`src/rtl/hazard_ctrl_ppl_if.sv`:
```
// ID/EX-side signal bundle between the pipeline datapath and the hazard
// controller: decoded ID fields in, stall/flush/forward controls out.
interface hazard_ctrl_ppl_if;
    logic [4:0] id_rs;
    logic [4:0] id_rt;
    logic       id_use_rs;
    logic       id_use_rt;
    logic       id_wr;
    logic [4:0] id_wdst;
    logic       id_is_load;
    logic       id_md_start;
    logic       id_rd_hilo;
    logic       ex_br_taken;
    logic       stall;
    logic       flush_ifid;
    logic       flush_idex;
    logic [1:0] fwd_a;
    logic [1:0] fwd_b;
    logic       md_busy;

    modport master (
        output id_rs, id_rt, id_use_rs, id_use_rt, id_wr, id_wdst,
               id_is_load, id_md_start, id_rd_hilo, ex_br_taken,
        input  stall, flush_ifid, flush_idex, fwd_a, fwd_b, md_busy
    );

    modport slave (
        input  id_rs, id_rt, id_use_rs, id_use_rt, id_wr, id_wdst,
               id_is_load, id_md_start, id_rd_hilo, ex_br_taken,
        output stall, flush_ifid, flush_idex, fwd_a, fwd_b, md_busy
    );
endinterface

```
`src/rtl/hazard_ctrl_ppl.sv`:
```
// Five-stage pipeline hazard controller: in-flight write scoreboard,
// operand forwarding selects, load-use stalls, branch flushes and the
// HI/LO multiply/divide busy tracker.
module hazard_ctrl_ppl #(
    parameter int unsigned MD_LAT = 32
) (
    input  logic            clk,
    input  logic            reset,
    hazard_ctrl_ppl_if.slave hz
);

    typedef enum logic {
        MD_IDLE,
        MD_BUSY
    } md_state_t;

    localparam logic [5:0] MD_LOAD = 6'(MD_LAT - 1);

    // WB results are readable from the register file in the same cycle
    // (negedge write) and never forward, so only EX and MEM are stored.
    logic       ex_v, ex_ld, mem_v, mem_ld;
    logic [4:0] ex_dst, mem_dst;

    md_state_t  md_state, md_next;
    logic [5:0] md_cnt, md_cnt_next;

    logic ex_rs, ex_rt, mem_rs, mem_rt;
    logic load_use, md_hazard;
    logic stall_int, flush_ifid_int, flush_idex_int;
    logic [1:0] fwd_a_int, fwd_b_int;
    logic md_busy_int;

    // Match the ID source operands against the older in-flight writers.
    always_comb begin
        ex_rs  = hz.id_use_rs && (hz.id_rs != 5'd0) && ex_v  && (ex_dst  == hz.id_rs);
        ex_rt  = hz.id_use_rt && (hz.id_rt != 5'd0) && ex_v  && (ex_dst  == hz.id_rt);
        mem_rs = hz.id_use_rs && (hz.id_rs != 5'd0) && mem_v && (mem_dst == hz.id_rs);
        mem_rt = hz.id_use_rt && (hz.id_rt != 5'd0) && mem_v && (mem_dst == hz.id_rt);
    end

    // Stall/flush decisions; a taken branch discards ID so it overrides stalls.
    always_comb begin
        load_use  = (ex_rs || ex_rt) && ex_ld;
        md_hazard = (md_state == MD_BUSY) && (hz.id_rd_hilo || hz.id_md_start);
        if (hz.ex_br_taken) begin
            stall_int      = 1'b0;
            flush_ifid_int = 1'b1;
            flush_idex_int = 1'b1;
        end else begin
            stall_int      = load_use || md_hazard;
            flush_ifid_int = 1'b0;
            flush_idex_int = load_use || md_hazard;
        end
    end

    // Forward selects: youngest non-load writer in EX wins, else MEM.
    always_comb begin
        fwd_a_int = 2'b00;
        fwd_b_int = 2'b00;
        if (mem_rs) fwd_a_int = 2'b10;
        if (ex_rs && !ex_ld) fwd_a_int = 2'b01;
        if (mem_rt) fwd_b_int = 2'b10;
        if (ex_rt && !ex_ld) fwd_b_int = 2'b01;
    end

    // Scoreboard shift: ID entry enters EX unless a bubble is injected.
    always_ff @(posedge clk or posedge reset) begin
        if (reset) begin
            ex_v    <= 1'b0;
            ex_dst  <= '0;
            ex_ld   <= 1'b0;
            mem_v   <= 1'b0;
            mem_dst <= '0;
            mem_ld  <= 1'b0;
        end else begin
            ex_v    <= !flush_idex_int && hz.id_wr && (hz.id_wdst != 5'd0);
            ex_dst  <= hz.id_wdst;
            ex_ld   <= hz.id_is_load;
            mem_v   <= ex_v;
            mem_dst <= ex_dst;
            mem_ld  <= ex_ld;
        end
    end

    // Mul/div state register and countdown.
    always_ff @(posedge clk or posedge reset) begin
        if (reset) begin
            md_state <= MD_IDLE;
            md_cnt   <= '0;
        end else begin
            md_state <= md_next;
            md_cnt   <= md_cnt_next;
        end
    end

    // Mul/div next state: start only when the ID instruction really advances.
    always_comb begin
        md_next     = md_state;
        md_cnt_next = md_cnt;
        case (md_state)
            MD_IDLE: begin
                if (hz.id_md_start && !stall_int && !flush_idex_int) begin
                    md_next     = MD_BUSY;
                    md_cnt_next = MD_LOAD;
                end
            end
            MD_BUSY: begin
                if (md_cnt == '0) begin
                    md_next = MD_IDLE;
                end else begin
                    md_cnt_next = md_cnt - 6'd1;
                end
            end
            default: md_next = MD_IDLE;
        endcase
    end

    // Mul/div outputs.
    always_comb begin
        md_busy_int = (md_state == MD_BUSY);
    end

    // All controls are held inactive while reset is asserted.
    assign hz.stall      = !reset && stall_int;
    assign hz.flush_ifid = !reset && flush_ifid_int;
    assign hz.flush_idex = !reset && flush_idex_int;
    assign hz.fwd_a      = reset ? 2'b00 : fwd_a_int;
    assign hz.fwd_b      = reset ? 2'b00 : fwd_b_int;
    assign hz.md_busy    = !reset && md_busy_int;

endmodule

```
`src/flat_wrapper.sv`:
```
// flat-port wrapper written by rule: the top's interface ports become plain ports
module hazard_ctrl_ppl_flat 
#(
    parameter int unsigned MD_LAT = 32
)
  (clk, reset, hz_id_rs, hz_id_rt, hz_id_use_rs, hz_id_use_rt, hz_id_wr, hz_id_wdst, hz_id_is_load, hz_id_md_start, hz_id_rd_hilo, hz_ex_br_taken, hz_stall, hz_flush_ifid, hz_flush_idex, hz_fwd_a, hz_fwd_b, hz_md_busy);
  hazard_ctrl_ppl_if hz_i ();
  input  logic clk;
  input  logic reset;
  input wire logic [$bits(hz_i.id_rs)-1:0] hz_id_rs;
  input wire logic [$bits(hz_i.id_rt)-1:0] hz_id_rt;
  input wire logic [$bits(hz_i.id_use_rs)-1:0] hz_id_use_rs;
  input wire logic [$bits(hz_i.id_use_rt)-1:0] hz_id_use_rt;
  input wire logic [$bits(hz_i.id_wr)-1:0] hz_id_wr;
  input wire logic [$bits(hz_i.id_wdst)-1:0] hz_id_wdst;
  input wire logic [$bits(hz_i.id_is_load)-1:0] hz_id_is_load;
  input wire logic [$bits(hz_i.id_md_start)-1:0] hz_id_md_start;
  input wire logic [$bits(hz_i.id_rd_hilo)-1:0] hz_id_rd_hilo;
  input wire logic [$bits(hz_i.ex_br_taken)-1:0] hz_ex_br_taken;
  output wire logic [$bits(hz_i.stall)-1:0] hz_stall;
  output wire logic [$bits(hz_i.flush_ifid)-1:0] hz_flush_ifid;
  output wire logic [$bits(hz_i.flush_idex)-1:0] hz_flush_idex;
  output wire logic [$bits(hz_i.fwd_a)-1:0] hz_fwd_a;
  output wire logic [$bits(hz_i.fwd_b)-1:0] hz_fwd_b;
  output wire logic [$bits(hz_i.md_busy)-1:0] hz_md_busy;
  assign hz_i.id_rs = hz_id_rs;
  assign hz_i.id_rt = hz_id_rt;
  assign hz_i.id_use_rs = hz_id_use_rs;
  assign hz_i.id_use_rt = hz_id_use_rt;
  assign hz_i.id_wr = hz_id_wr;
  assign hz_i.id_wdst = hz_id_wdst;
  assign hz_i.id_is_load = hz_id_is_load;
  assign hz_i.id_md_start = hz_id_md_start;
  assign hz_i.id_rd_hilo = hz_id_rd_hilo;
  assign hz_i.ex_br_taken = hz_ex_br_taken;
  assign hz_stall = hz_i.stall;
  assign hz_flush_ifid = hz_i.flush_ifid;
  assign hz_flush_idex = hz_i.flush_idex;
  assign hz_fwd_a = hz_i.fwd_a;
  assign hz_fwd_b = hz_i.fwd_b;
  assign hz_md_busy = hz_i.md_busy;
  hazard_ctrl_ppl #(.MD_LAT(MD_LAT)) u_core (.clk(clk), .reset(reset), .hz(hz_i));
endmodule
```
`config.mk`:
```
export PLATFORM = sky130hd
export DESIGN_NAME = hazard_ctrl_ppl_flat
export DESIGN_NICKNAME = d
export VERILOG_FILES = /design/src/rtl/hazard_ctrl_ppl_if.sv /design/src/rtl/hazard_ctrl_ppl.sv /design/src/flat_wrapper.sv
export SDC_FILE = /design/constraint.sdc
export NUM_CORES = 1
export LEC_CHECK = 0
export CELL_PAD_IN_SITES_DETAIL_PLACEMENT = 1
export CELL_PAD_IN_SITES_GLOBAL_PLACEMENT = 1
export CORE_MARGIN = 2
export CORE_UTILIZATION = 40
export CTS_BUF_LIST = sky130_fd_sc_hd__clkbuf_4
export DETAILED_ROUTE_END_ITERATION = 6
export GPL_TIMING_DRIVEN = 1
export HOLD_SLACK_MARGIN = 0.1
export PLACE_DENSITY_LB_ADDON = 0.1
export SYNTH_ARGS = -nofsm -noshare
export SYNTH_HDL_FRONTEND = slang
export SYNTH_SLANG_ARGS = --single-unit
```
`constraint.sdc`:
```
create_clock -name clk -period 4.13 [get_ports clk]
set_input_delay 0.826 -clock clk [delete_from_list [all_inputs] [get_ports clk]]
set_output_delay 0.826 -clock clk [all_outputs]
set_load 0.1 [all_outputs]
```
* Word-level counts from Yosys, hierarchy flattened
Cells that the tools add are included.
Word-level totals: logic and storage cells 64, output and inout bits 8, flip-flop bits (word level) 20
Operators by class: bitwise gates (word level) 1, add/sub/neg operators 1, mux-type cells 15, eq/ne operators 6, reductions and logical operators 34
Operator list (number):
- logical AND 1 bit | 22
- == test 5 bit | 4
- nonzero test 5 bit | 3
- two-way mux 2 bit | 6
- two-way mux 6 bit | 2
- case mux 6 bit (2 select lines) | 1
- zero test 6 bit | 1
- subtractor 6 x 1 -> 6 bit (second input constant) | 1
- two-way mux 1 bit | 5
- zero test 1 bit | 4
- logical OR 1 bit | 3
- != test 2 x 1 -> 1 bit (second input constant) | 1
- != test 2 bit (second input constant) | 1
- case mux 1 bit (2 select lines) | 1
- AND reduction 2 bit | 1
- inverter 1 bit | 1

* Depth between registers and ports, before layout
Gate-level depths: netlist of the first run.
depth after elaboration 13, mapped depth 7

* Worst setup path before layout of the first run
OpenSTA, ideal clock, no wires.
path type input to output, start point input hz_id_rt[1], end point output hz_fwd_b[0], buffers on the path 0, cell stages on the path 4, required time 3.304 ns, slack -0.339 ns, arrival 3.643 ns, path through xor2_1 > nor4_1 > nand4b_4 > nor3_1
On the way: longest elaborated chain between the ends 7
RTL lines:
- from (decl) | line flat_wrapper.sv:11 | input wire logic [$bits(hz_i.id_rt)-1:0] hz_id_rt;
- nonzero test 5 bit | line hazard_ctrl_ppl.sv:36 | ex_rt = hz.id_use_rt && (hz.id_rt != 5'd0) && ex_v && (ex_dst == hz.id_rt);
- logical AND 1 bit (2 in a row) | line hazard_ctrl_ppl.sv:36
- logical AND 1 bit * | line hazard_ctrl_ppl.sv:36
- logical AND 1 bit * | line hazard_ctrl_ppl.sv:63 | if (ex_rt && !ex_ld) fwd_b_int = 2'b01;
- two-way mux 2 bit * | line hazard_ctrl_ppl.sv:63
- two-way mux 2 bit * | line hazard_ctrl_ppl.sv:128 | assign hz.fwd_b = reset ? 2'b00 : fwd_b_int;
- to (decl) | line flat_wrapper.sv:24 | output wire logic [$bits(hz_i.fwd_b)-1:0] hz_fwd_b;
Every way passes the cells marked *; elsewhere a longest branch is shown, timed or not.

* Final worst setup path of the first run
start point input hz_id_rs[4], end point output hz_stall
On the way: longest elaborated chain between the ends 9
RTL lines:
- from (decl) | line flat_wrapper.sv:10 | input wire logic [$bits(hz_i.id_rs)-1:0] hz_id_rs;
- nonzero test 5 bit | line hazard_ctrl_ppl.sv:35 | ex_rs = hz.id_use_rs && (hz.id_rs != 5'd0) && ex_v && (ex_dst == hz.id_rs);
- logical AND 1 bit (2 in a row) | line hazard_ctrl_ppl.sv:35
- logical AND 1 bit * | line hazard_ctrl_ppl.sv:35
- logical OR 1 bit * | line hazard_ctrl_ppl.sv:43 | load_use = (ex_rs || ex_rt) && ex_ld;
- logical AND 1 bit * | line hazard_ctrl_ppl.sv:43
- logical OR 1 bit * | line hazard_ctrl_ppl.sv:50 | stall_int = load_use || md_hazard;
- two-way mux 1 bit * | line hazard_ctrl_ppl.sv:45 | if (hz.ex_br_taken) begin
- logical AND 1 bit * | line hazard_ctrl_ppl.sv:124 | assign hz.stall = !reset && stall_int;
- to (decl) | line flat_wrapper.sv:20 | output wire logic [$bits(hz_i.stall)-1:0] hz_stall;
Marked as above.

==> summary.txt, run 1 <==
Clock tree
  – Clock slew seen by the registers of the worst setup and hold paths: 0.11 ns
  – Clock Latency Late Sink: 0.30 ns
  – # hold bufs at CTS: 0
  – Clock tree root driver cell: sky130_fd_sc_hd__clkbuf_4
  – TritonCTS Buffers: 3
  – Number of post-CTS setup repair buffers: 0
  – Clock sinks: 20
  – Deepest level of the CTS H-tree: 1
  – CTS tree: built
  – Buffers from clock root to sink, at most: 2
  – Number of gates resized after cts: 0

Timing
  – Worst hold slack: 0.469 ns
  – Number of hold-slack violations in the final timing report: 0
  – Slew at the pin with the worst max-slew slack: 0.490 ns
  – Setup TNS: 0 ns
  – Period utilization: 89.4%
  – Setup repair after global routing missed its margin: false
  – Final Critical Period: 3.69 ns
  – Setup violations, final: 0
  – Final worst clock skew: 0.000806 ns
  – Max-Slew Margin vs Limit: 67.0%
  – Highest clock rate: 0.271 GHz
  – Max-slew violations: 0

Placed design
  – I/O Buffers: 31
  – Placed cell area: 1580 um2
  – Detailed Place HPWL: 2690 um
  – Placed instance count: 178
  – Weighted congestion reported at the end of routability-driven placement: 0.802

Worst hold path
  – Hold Crit Class: reg2reg
  – Worst Hold Depth: 0

Routing
  – Avg WL per Cell: 17.8 um
  – Initial DRC Count: 26
  – Total number of vias: 1028
  – DRC Markers: 0
  – Overall routed net length: 3240 um
  – Antenna Nets Post-Route: 0
  – Drt first pass iters: 4
  – Vias/cell: 5.65

Setup path
  – Kind of critical path: in2out
  – Max FO, Critical Path: 5
  – Cell at the slowest stage of the critical path: sky130_fd_sc_hd__clkdlybuf4s50_1
  – Crit. path cell count: 7
  – Critical-path cell list: clkdlybuf4s50_1 > xor2_1 > nor4_1 > nand4_2 > nand2_2 > a41o_1 > buf_12
  – Setup slack on the worst flop-to-flop path: 1.95 ns
  – Depth of the worst register-to-register path: 7
  – Largest stage delay on the critical path: 0.48 ns
  – Crit end category: primary output
  – Startpoint class of the critical path: input port
  – CP arrival: 2.87 ns
  – Data required, critical path: 3.30 ns
  – Buffers plus inverters on the worst setup path: 2
  – Kind of cell with the highest combined delay on the critical path: simple AND/OR/NAND/NOR gates

Power and ir drop
  – Power per cell area: 399 nW/um2
  – Maximum resistive drop on vdd: 0.000293 V
  – Switching power as a share of total power: 41.1%
  – Part of the power in registers: 45.6%
  – Switching power total: 0.000263 W
  – Relative contribution of combinational cells to total power: 39.3%
  – Power share of the clock group: 15.2%
  – Leakage Power: 0.686 nW
  – Cell Int Power: 0.000377 W

Logic synthesis
  – Mean Syn Cell Area: 9.95 um2
  – Total number of yosys warnings: 0
  – Proportion of netlist area held by the largest area contributor: 43.0%
  – Syn_nets: 142
  – Leading area contributor after synthesis: sky130_fd_sc_hd__dfrtp_1
  – Part of the Yosys area used for sequential elements: 43.0%
  – Number of register bits inferred by synthesis: 20
  – Post-Synthesis Cell Area: 1160 um2
  – Synth cell types: 36
  – Cells taking the most area after synthesis: sky130_fd_sc_hd__dfrtp_1, sky130_fd_sc_hd__xnor2_1, sky130_fd_sc_hd__xor2_1
  – Synthesized instance count: 117

Layout
  – Final layout net count: 177
  – Area Overhead vs Synth: 37.8%
  – Cell Count, Final, Fillers Out: 182
  – Count of inserted antenna diode cells: 0
  – Most frequent cells in the layout: sky130_fd_sc_hd__clkdlybuf4s50_1, sky130_fd_sc_hd__dfrtp_1, sky130_fd_sc_hd__xnor2_1, sky130_fd_sc_hd__nor2_1, sky130_fd_sc_hd__xor2_1
  – Most common library cell in the layout ignoring fill and taps: sky130_fd_sc_hd__clkdlybuf4s50_1
  – Post-route design area: 1600 um2
  – Layout fillers: 316
  – Share of cells above drive strength 1: 14.6%

Die
  – Total die area: 3360 um2
  – Die span in x: 57.9 um
  – Num rows: 19
  – I/O pin count: 32
  – Starting Density: 42.2%
  – Core area: 2760 um2
  – Vertical extent of the die: 57.9 um

Run
  – Max-Cap Viols: 0

Run status
  – Result of the run: finished clean

Global routing
  – Remaining Overflow, GRT: 0
  – Overall fraction of global-route tracks in use: 21.2%
  – Number of global-route vias before repair: 1110
  – Global-route wire length before repair: 5330 um
  – Antenna violations before repair: 0
  – Maximum number of pins on one net before global-route repair: 23
-- flip-flops by register name, summed over array words and instances, names as in the netlist --
| signal | count |
|---|---|
| u_core.mem_dst | 5 |
| u_core.mem_v | 1 |
| u_core.md_busy_int | 1 |
| u_core.ex_ld | 1 |
| u_core.md_cnt | 6 |
| u_core.ex_dst | 5 |
| u_core.ex_v | 1 |
-- final timing paths --
| check | startpoint | to |
|---|---|---|
| min in group asynchronous | reset | u_core.ex_dst[1]$_DFF_PP0_ |
| worst min register to register | u_core.ex_dst[2]$_DFF_PP0_ | u_core.mem_dst[2]$_DFF_PP0_ |
| max in group asynchronous | reset | u_core.ex_dst[0]$_DFF_PP0_ |
| worst max register to register | u_core.md_cnt[0]$_DFFE_PP0P_ | u_core.md_cnt[3]$_DFFE_PP0P_ |
| worst max-delay path | hz_id_rs[4] | hz_stall |
| worst min-delay path | u_core.ex_dst[2]$_DFF_PP0_ | u_core.mem_dst[2]$_DFF_PP0_ |
-- power by group through the flow --
stage                     clock network [W]  registers, W  logic (W)
after floorplan                           0      0.000273   0.000185
after global placement                    0      0.000292   0.000241
after detailed placement                  0      0.000294   0.000253
after CTS                          0.000100      0.000290   0.000253
after global routing               0.000109      0.000298   0.000281
final                             0.0000971      0.000292   0.000251
-- logic make-up after synthesis --
logic type                 Yosys count  synth area share [%]
and+or+nand+nor                     43                  22.0
AOI/OAI and AO/OA                   24                  15.9
xor gates and xnor gates            20                  15.1
DFF                                 20                  43.0
buffers and inverters                9                  2.90
adders and majority gates            1                  1.08
-- metal layers --
layer,global-route usage [%],vias to the layer above,part of all wire (%)
met5,0,-,0
met4,3.99,0,0.96
met3,3.57,4,4.9
met2,36.2,31,50
met1,28.7,502,45
li1,-,491,-
-- synthesized netlist by cell type --
cell	count
sky130_fd_sc_hd__a211o_1	1
sky130_fd_sc_hd__a211oi_1	1
sky130_fd_sc_hd__a21oi_1	7
sky130_fd_sc_hd__a21oi_4	1
sky130_fd_sc_hd__a31o_1	1
sky130_fd_sc_hd__a41o_1	1
sky130_fd_sc_hd__a41oi_1	1
sky130_fd_sc_hd__clkbuf_1	2
sky130_fd_sc_hd__dfrtp_1	20
sky130_fd_sc_hd__ha_1	1
sky130_fd_sc_hd__inv_1	7
sky130_fd_sc_hd__nand2_1	6
sky130_fd_sc_hd__nand2_2	2
sky130_fd_sc_hd__nand2b_1	1
sky130_fd_sc_hd__nand3_1	1
sky130_fd_sc_hd__nand4_1	4
sky130_fd_sc_hd__nand4_2	1
sky130_fd_sc_hd__nand4b_4	1
sky130_fd_sc_hd__nor2_1	9
sky130_fd_sc_hd__nor2b_1	2
sky130_fd_sc_hd__nor3_1	7
sky130_fd_sc_hd__nor3b_1	2
sky130_fd_sc_hd__nor4_1	4
sky130_fd_sc_hd__o2111a_1	1
sky130_fd_sc_hd__o2111ai_1	1
sky130_fd_sc_hd__o21a_1	1
sky130_fd_sc_hd__o21ai_0	3
sky130_fd_sc_hd__o21ai_1	1
sky130_fd_sc_hd__o21ai_2	1
sky130_fd_sc_hd__o22ai_1	2
sky130_fd_sc_hd__o31ai_4	1
sky130_fd_sc_hd__or3b_1	1
sky130_fd_sc_hd__or4_1	1
sky130_fd_sc_hd__or4_4	1
sky130_fd_sc_hd__xnor2_1	11
sky130_fd_sc_hd__xor2_1	9
-- through the flow --
step / util (%) / worst slack [ns] / total power (W)
after floorplan: - / 0.521 / 0.000458
after global placement: 57.2 / 0.580 / 0.000533
after detailed placement: 57.2 / 0.439 / 0.000547
after CTS: 58.2 / 0.436 / 0.000643
after global routing: 58.2 / 0.364 / 0.000688
final: 58.2 / 0.438 / 0.000640
-- area by class of cell --
class / instances / area, um2 / share of cell area, %
Clock buffer: 3 / 22.5 / 1.40
Clock inverter: 1 / 3.75 / 0.234
Inverter: 7 / 26.3 / 1.64
Multi-Input combinational cell: 88 / 639 / 39.9
Sequential cell: 20 / 500 / 31.2
Tap cell: 31 / 38.8 / 2.42
Timing Repair Buffer: 32 / 373 / 23.2
-- worst reg2reg max path: stages, from the launching register on --
cell,delay [ns]
sky130_fd_sc_hd__dfrtp_1,0.43
sky130_fd_sc_hd__inv_1,0.12
sky130_fd_sc_hd__ha_1,0.26
sky130_fd_sc_hd__or3b_1,0.44
sky130_fd_sc_hd__o31ai_4,0.40
sky130_fd_sc_hd__nand2_2,0.12
sky130_fd_sc_hd__a21oi_4,0.20
sky130_fd_sc_hd__a21oi_1,0.10
Power figures use the tool's default switching activity.
==> inputs of run 2 (changes only) <==
--- a/config.mk
+++ b/config.mk
@@ -10,6 +10,7 @@
 export CORE_MARGIN = 2
 export CORE_UTILIZATION = 40
 export CTS_BUF_LIST = sky130_fd_sc_hd__clkbuf_4
+export CTS_CLUSTER_DIAMETER = 150
 export DETAILED_ROUTE_END_ITERATION = 6
 export GPL_TIMING_DRIVEN = 1
 export HOLD_SLACK_MARGIN = 0.1
==> results of run 2 <==
Same layout as run 1: the final DEF is identical, and so are final timing and power.
==> inputs of run 3 (changes only) <==
--- a/config.mk
+++ b/config.mk
@@ -5,6 +5,7 @@
 export SDC_FILE = /design/constraint.sdc
 export NUM_CORES = 1
 export LEC_CHECK = 0
+export CAP_MARGIN = 20
 export CELL_PAD_IN_SITES_DETAIL_PLACEMENT = 1
 export CELL_PAD_IN_SITES_GLOBAL_PLACEMENT = 1
 export CORE_MARGIN = 2
==> results of run 3 <==
Same layout as run 1: the final DEF is identical, and so are final timing and power.
==> edit: new RTL, flow settings as in run 2 <==
`mem_dst` no longer has a reset.
--- a/src/rtl/hazard_ctrl_ppl.sv
+++ b/src/rtl/hazard_ctrl_ppl.sv
@@ -70,16 +70,18 @@
             ex_dst  <= '0;
             ex_ld   <= 1'b0;
             mem_v   <= 1'b0;
-            mem_dst <= '0;
             mem_ld  <= 1'b0;
         end else begin
             ex_v    <= !flush_idex_int && hz.id_wr && (hz.id_wdst != 5'd0);
             ex_dst  <= hz.id_wdst;
             ex_ld   <= hz.id_is_load;
             mem_v   <= ex_v;
-            mem_dst <= ex_dst;
             mem_ld  <= ex_ld;
         end
+    end
+
+    always_ff @(posedge clk) begin
+        mem_dst <= ex_dst;
     end
 
     // Mul/div state register and countdown.
Formal check against the unedited RTL: no difference found for any inputs over 10 cycles, from zero or initial values and one cycle with reset high; that may be too few to reach the edited logic, so the function may still have changed.
==> edit against run 2 <==
  * Worst setup slack lost 0.042 ns
  * Final cell count fell by 10%
  * Area after synthesis decreased by 11%
  * Non-clock buffer count unchanged
  * First-iteration DRC count fell by 77%
  * Wire length fell by 20%
  * Sequential cell count stayed put
  * Power up 0.25%
  * Sequential power fell by 3%
  * Final area fell by 9.0%
  * Hold slack got worse by 0.0054 ns
  * Clock skew about the same
  * Largest power group unchanged
==> edit: results <==
group,metric,value,unit
timing,max-slew-margin-rel,0.781,
setup_path,reg2reg_slack,2.29,ns
synthesis,synth_compound_area_frac,0.141,
synthesis,ys_seq_area_frac,0.457,
synthesis,synthTopCellsByCount,"15 x dfrtp_1, 11 x xnor2_1, 11 x xor2_1, 6 x nand2_1",
synthesis,async_flop_share,0.750,
finish,seq_area,475,sq um
finish,finalNetCount,159,
place,dp_hpwl,2150,um
finish,nNonClkInverters,4,
grt,gr-usage-all-layers,0.193,
grt,grt_util_met1,0.248,
detailed_routing,wl_met3,146,um
synthesis,synthesis.nets,123,
finish,nonClkBufAreaFrac,0.238,
grt,grt_pass1_vias,847,
detailed_routing,initialDrtViolationCount,6,
power_and_ir_drop,swShare,0.383,
power_and_ir_drop,p_comb,0.265,mW
grt,grtUsageMet3,0.0323,
outcome,status,"complete, no violations",
finish,drive_gt1_frac,0.158,
synthesis,synth_cell_types,33,
timing,finalClockSkew,0.000655,ns
finish,seq_cell_count,20,
synthesis,synth_area_leaders,"dfrtp_1 36%, dfxtp_1 9.6%, xnor2_1 9.3%",
detailed_routing,wl_per_cell,15.9,um
timing,period_needed,3.73,ns
synthesis,synth_adder_area_share,0.0120,
detailed_routing,met1_length,1180,um
place,gp_congestion,0.871,
setup_path,critPathCapture,"hz_flush_idex",
detailed_routing,met2WireLength,1220,um
finish,multi_input_comb_cells,73,
[edit: cell count changes in the layout (fill, tap and decap cells not counted), moves of 4 or more]
cell / before / now
a21oi_1: 7 / 1
nor3_1: 5 / 0
o21a_1: 1 / 5
dfrtp_1: 20 / 15
dfxtp_1: 0 / 5
nor2_1: 9 / 3
[edit: cell families after synthesis]
group                    Yosys count
AO/OA/AOI/OAI                     18
AND/OR/NAND/NOR                   32
flip-flops                        20
adder cells (fa/ha/maj)            1
buffers and inverters              5
XOR/XNOR                          22
[edit: through the flow]
stage / cells / util / area (sq um) / power (mW) / hold slack, ns
global placement: 159 / 0.578 / 1430 / 0.537 / 0.425
finish: 163 / 0.589 / 1460 / 0.642 / 0.464
detailed placement: 159 / 0.578 / 1430 / 0.553 / 0.435
CTS: 163 / 0.589 / 1460 / 0.648 / 0.459
global route: 163 / 0.589 / 1460 / 0.687 / 0.473
floorplan: 98 / - / 1050 / 0.470 / 0.374
